File: config.mk
export PLATFORM = sky130hd
export DESIGN_NAME = frq_divider_multi
export DESIGN_NICKNAME = d
export VERILOG_FILES = /design/src/rtl/frq_divider_multi.sv
export SDC_FILE = /design/constraint.sdc
export NUM_CORES = 1
export LEC_CHECK = 0
export BUFFER_PORTS_ARGS = -buffer_cell sky130_fd_sc_hd__buf_2
export CAP_MARGIN = 20
export CORE_ASPECT_RATIO = 1.4
export CORE_MARGIN = 1.5
export CORE_UTILIZATION = 53
export DETAILED_ROUTE_END_ITERATION = 8
export HOLD_SLACK_MARGIN = 0.12
export PLACE_DENSITY = 0.75
export SYNTH_ARGS = -nofsm -noshare
export SYNTH_HDL_FRONTEND = slang
export SYNTH_SLANG_ARGS = --single-unit
File: constraint.sdc
create_clock -name clk -period 3.45 [get_ports clk]
set_clock_uncertainty 0.2 [all_clocks]
set_input_delay 0.69 -clock clk [delete_from_list [all_inputs] [get_ports clk]]
set_output_delay 0.69 -clock clk [all_outputs]
set_load 0.02 [all_outputs]
File: src/rtl/frq_divider_multi.sv
// rtl/frq_divider_multi.sv - multi-channel select-controlled clock divider, glitch-free boundary updates
module frq_divider_multi #(
    parameter int N_CH       = 2,
    parameter int SEL_W      = 5,
    parameter int HALF_SHIFT = 0
) (
    input  logic                    clk,
    input  logic                    reset_n,
    input  logic                    en,
    input  logic [N_CH*SEL_W-1:0]   sel,
    input  logic [N_CH-1:0]         pulse_mode,
    output logic [N_CH-1:0]         clk_out,
    output logic [N_CH-1:0]         period_tick,
    output logic [N_CH-1:0]         active
);
    localparam int CNT_W = SEL_W + HALF_SHIFT + 1;

    typedef enum logic {S_OFF, S_RUN} state_t;

    for (genvar c = 0; c < N_CH; c++) begin : g_ch
        state_t             state_q, state_d;
        logic [SEL_W-1:0]   sel_q, sel_d, sel_in;
        logic               mode_q, mode_d;
        logic [CNT_W-1:0]   cnt_q, cnt_d;
        logic [CNT_W-1:0]   half_q, last_q, half_d;
        logic               clk_q, clk_d, tick_q, tick_d, act_q, act_d;
        logic               start;

        assign sel_in = sel[c*SEL_W +: SEL_W];
        assign start  = en && (sel_in != '0);
        assign half_q = CNT_W'(sel_q) << HALF_SHIFT;
        assign last_q = (half_q << 1) - CNT_W'(1);
        assign half_d = CNT_W'(sel_d) << HALF_SHIFT;

        always_comb begin
            state_d = state_q;
            sel_d   = sel_q;
            mode_d  = mode_q;
            cnt_d   = cnt_q;
            case (state_q)
                S_OFF: begin
                    if (start) begin
                        state_d = S_RUN;
                        sel_d   = sel_in;
                        mode_d  = pulse_mode[c];
                        cnt_d   = '0;
                    end
                end
                S_RUN: begin
                    // Inputs are only honoured at the end of a full period
                    if (cnt_q == last_q) begin
                        cnt_d = '0;
                        if (start) begin
                            sel_d  = sel_in;
                            mode_d = pulse_mode[c];
                        end else begin
                            state_d = S_OFF;
                        end
                    end else begin
                        cnt_d = cnt_q + CNT_W'(1);
                    end
                end
                default: state_d = S_OFF;
            endcase

            // Outputs are registered from the next-state view so they line up with cnt
            act_d  = (state_d == S_RUN);
            tick_d = act_d && (cnt_d == '0);
            clk_d  = act_d && (mode_d ? (cnt_d == '0) : (cnt_d < half_d));
        end

        always_ff @(posedge clk or negedge reset_n) begin
            if (!reset_n) begin
                state_q <= S_OFF;
                sel_q   <= '0;
                mode_q  <= 1'b0;
                cnt_q   <= '0;
                clk_q   <= 1'b0;
                tick_q  <= 1'b0;
                act_q   <= 1'b0;
            end else begin
                state_q <= state_d;
                sel_q   <= sel_d;
                mode_q  <= mode_d;
                cnt_q   <= cnt_d;
                clk_q   <= clk_d;
                tick_q  <= tick_d;
                act_q   <= act_d;
            end
        end

        assign clk_out[c]     = clk_q;
        assign period_tick[c] = tick_q;
        assign active[c]      = act_q;
    end

endmodule

==> results.yml <==
sta:
  max_freq_mhz: 304
  drv_slew: 0
  timing.hold.ws_ns: 0.239
  hold_violations: 0
  finalSetupViolations: 0
  fin_crit_ns: 3.29
  post-route-period-util: 0.955
  tightest_slew_ns: 0.684
  maxSlewHeadroom: 0.544
floorplan:
  core_um2: 3950
  die_y_um: 78.8
  dieArea_um2: 4510
  rows: 27
  initial_utilization: 0.551
  ioPinCount: 21
  fp.dieW_um: 57.2
power_and_ir_drop:
  peakVddDrop_uv: 801
  switching_share: 0.440
  combPwrFrac: 0.639
  clkPwrFrac: 0.106
  switchingPower_mw: 1.25
  seq_power_share: 0.255
  power.leakage_nw: 1.27
  p_per_area_nw_per_um2: 1100
  p_int_mw: 1.59
grt:
  grt.met1_usage: 0.263
  grt_pass1_wl_um: 8700
  groute.layer.met2.usage: 0.457
  grt_max_degree: 31
  antenna_found_initial: 0
  grt_util_met3: 0.0489
  grt-ovfl-total: 0
  grt_pass1_vias: 1928
  busiest_layer: "met2"
  globalRouteTotalUtil: 0.254
critical_path:
  worstPathRequired_ns: 3.42
  cpMostUsedCell: "ha_1"
  timing_worst_setup_path_type: "register to register"
  critPathArrivalTime_ns: 3.26
  critical_path.max_fanout: 4
  start_kind: "register"
  critPathSlowestCell: "dfrtp_2"
  cp_cell_sequence: "inv_1, ha_1, nand2_1, o211a_1, o311a_1, a211o_1, buf_4, mux2i_1, ha_1, o2111ai_1, a311o_1, o211ai_1, o22ai_2"
  worst_setup_path_end_kind: "register"
  max_stage_delay_ns: 0.43
  crit_family: "compound AO/OA/AOI/OAI gates"
  crit_buf_inv: 2
route:
  ant_nets: 0
  firstDrtPassIters: 5
  drt_iter0_markers: 82
  wl_per_cell_um: 16.3
  drcViolationCount: 0
  via_per_inst: 5.94
  dr_total_vias: 1882
  routed_wl_um: 5150
clock_network:
  htree_levels: 2
  clock_insertion_delay_worst_skew_ns: 0.29
  cts_tree: "built"
  cts.clk_slew.worst_paths_ns: 0.07
  cts.sinks: 30
  clock-root-buffer: "clkbuf_8"
  cts_buffers: 5
  clk_path_buf_depth: 2
min_path:
  min_path_type: "primary input to async pin"
layout:
  final_cell_mix: "buf_4, dfrtp_1, buf_2, nand2_1, inv_1"
  final_cell_count_no_fill: 317
  nets: 300
  diodes: 0
  area_growth_pct: 18.6
  final_common_cell: "buf_4"
  layout-drive-gt1-share: 0.296
yosys:
  yosysTopAreaCellShare: 0.345
  synth_top_family_by_area: "compound AO/OA/AOI/OAI gates"
  syn-num-nets: 254
  ys_warn_count: 0
  synth_edf_count: 0
  yosysSeqAreaShare: 0.345
  synth_simple_gate_area_frac: 0.179
  synth_cells: 227
  synth.ff_latch_count: 30
  synth_compound_area_frac: 0.205
  async_flop_share: 1.00
  synth_cell_type_count: 58
  yosysTopAreaCell: "dfrtp_1"
  synth_area_um2: 2180
  yosys-top-cells-area: "dfrtp_1, ha_1, xor2_1"
  synthFlopType: "dfrtp_1"
  synthAdderAreaFrac: 0.0690
  syn_avg_cell_area_um2: 9.59
  synthMuxAreaShare: 0.0500
  synth_xor_area_frac: 0.0592
flow_run:
  max-cap-violations: 0
placed_design:
  portBuffers: 20
  hpwl_um: 3980
  place_inst: 307
  place_congestion: 0.874
status:
  status: "complete, no violations"
cells by family after synthesis:
group / Yosys count
compound gates: 58
fa+ha+maj: 12
simple gates: 71
flops: 30
mux: 10
buf+inv: 33
xor+xnor: 13
cells in the mapped netlist, types with 2 or more instances:
| cell | instances |
|---|---|
| and3_1 | 2 |
| nor2_1 | 10 |
| inv_1 | 16 |
| buf_2 | 4 |
| a32o_1 | 3 |
| buf_4 | 6 |
| a221oi_1 | 2 |
| a211o_1 | 3 |
| nand2b_1 | 8 |
| a21o_1 | 6 |
| o21ai_0 | 11 |
| nor3_1 | 5 |
| nand4bb_1 | 2 |
| clkbuf_1 | 3 |
| xnor2_1 | 3 |
| ha_1 | 12 |
| o211ai_1 | 3 |
| or4_1 | 2 |
| mux2i_1 | 6 |
| buf_6 | 3 |
| xor2_1 | 8 |
| nand3_1 | 6 |
| nor3b_1 | 2 |
| nor4_1 | 3 |
| nor2b_1 | 2 |
| or2_2 | 2 |
| a211oi_1 | 4 |
| o211a_1 | 2 |
| o21ai_1 | 2 |
| mux2_2 | 3 |
| or2_1 | 2 |
| o2111ai_1 | 2 |
| a21oi_1 | 7 |
| dfrtp_1 | 30 |
| nand2_1 | 18 |
| o31a_1 | 2 |
metrics by stage:
step                 util  setup TNS [ns]  power (mW)  worst slack [ns]  area, um^2
floorplan               -               0        1.94           0.00763        2180
global placement    0.618          -0.141        2.38           -0.0761        2440
detailed placement  0.618          -0.223        2.42            -0.114        2440
CTS                 0.643               0        2.75            0.0604        2540
global route        0.653         -0.0502        3.08           -0.0328        2580
finish              0.653               0        2.83             0.156        2580
worst paths after layout:
check | startpoint | to | slack (ns) | depth (start not counted)
max | g_ch[1].sel_q[0]$_DFF_PN0_ | g_ch[1].clk_q$_DFF_PN0_ | 0.16 | 13
min in group clk | g_ch[1].mode_q$_DFF_PN0_ | g_ch[1].mode_q$_DFF_PN0_ | 0.31 | 1
min reg2reg | g_ch[1].mode_q$_DFF_PN0_ | g_ch[1].mode_q$_DFF_PN0_ | 0.31 | 1
max in group asynchronous | reset_n | g_ch[1].sel_q[0]$_DFF_PN0_ | 2.32 | 1
min | reset_n | g_ch[0].sel_q[3]$_DFF_PN0_ | 0.24 | 1
max reg2reg | g_ch[1].sel_q[0]$_DFF_PN0_ | g_ch[1].clk_q$_DFF_PN0_ | 0.16 | 13
flip-flops by register name (all words and copies together), names as in the netlist:
register     cells
g_ch.act_q       2
g_ch.clk_q       2
g_ch.cnt_q      12
g_ch.mode_q      2
g_ch.sel_q      10
g_ch.tick_q      2
power by group through the flow:
stage                     Sequential (mW)  Clock [mW]  Combinational, mW
after global placement              0.719           0               1.66
final                               0.723       0.301               1.81
after floorplan                     0.625           0               1.32
after global routing                0.749       0.321               2.01
after CTS                           0.717       0.308               1.72
after detailed placement            0.723           0               1.70
metal layers:
metal | vias to the layer above | wire [um]
met5 | - | 0
met4 | 0 | 221
met3 | 17 | 152
met2 | 47 | 2810
met1 | 905 | 1970
li1 | 913 | -
area by class of cell:
cell class	instances	area, um^2
Multi-Input combinational cell	164	1250
Clock inverter	2	12.5
Timing Repair Buffer	56	370
Tap cell	43	53.8
Fill cell	337	1370
Inverter	16	60.1
Sequential cell	30	752
Clock buffer	6	82.6
what timing repair did:
item,4_1_cts,5_1_grt
hold buffers,0,0
gates resized for setup,1,8
pin swaps,0,2
endpoints found under the setup margin,1,2
buffers inserted,0,2
Power figures use the tool's default switching activity.
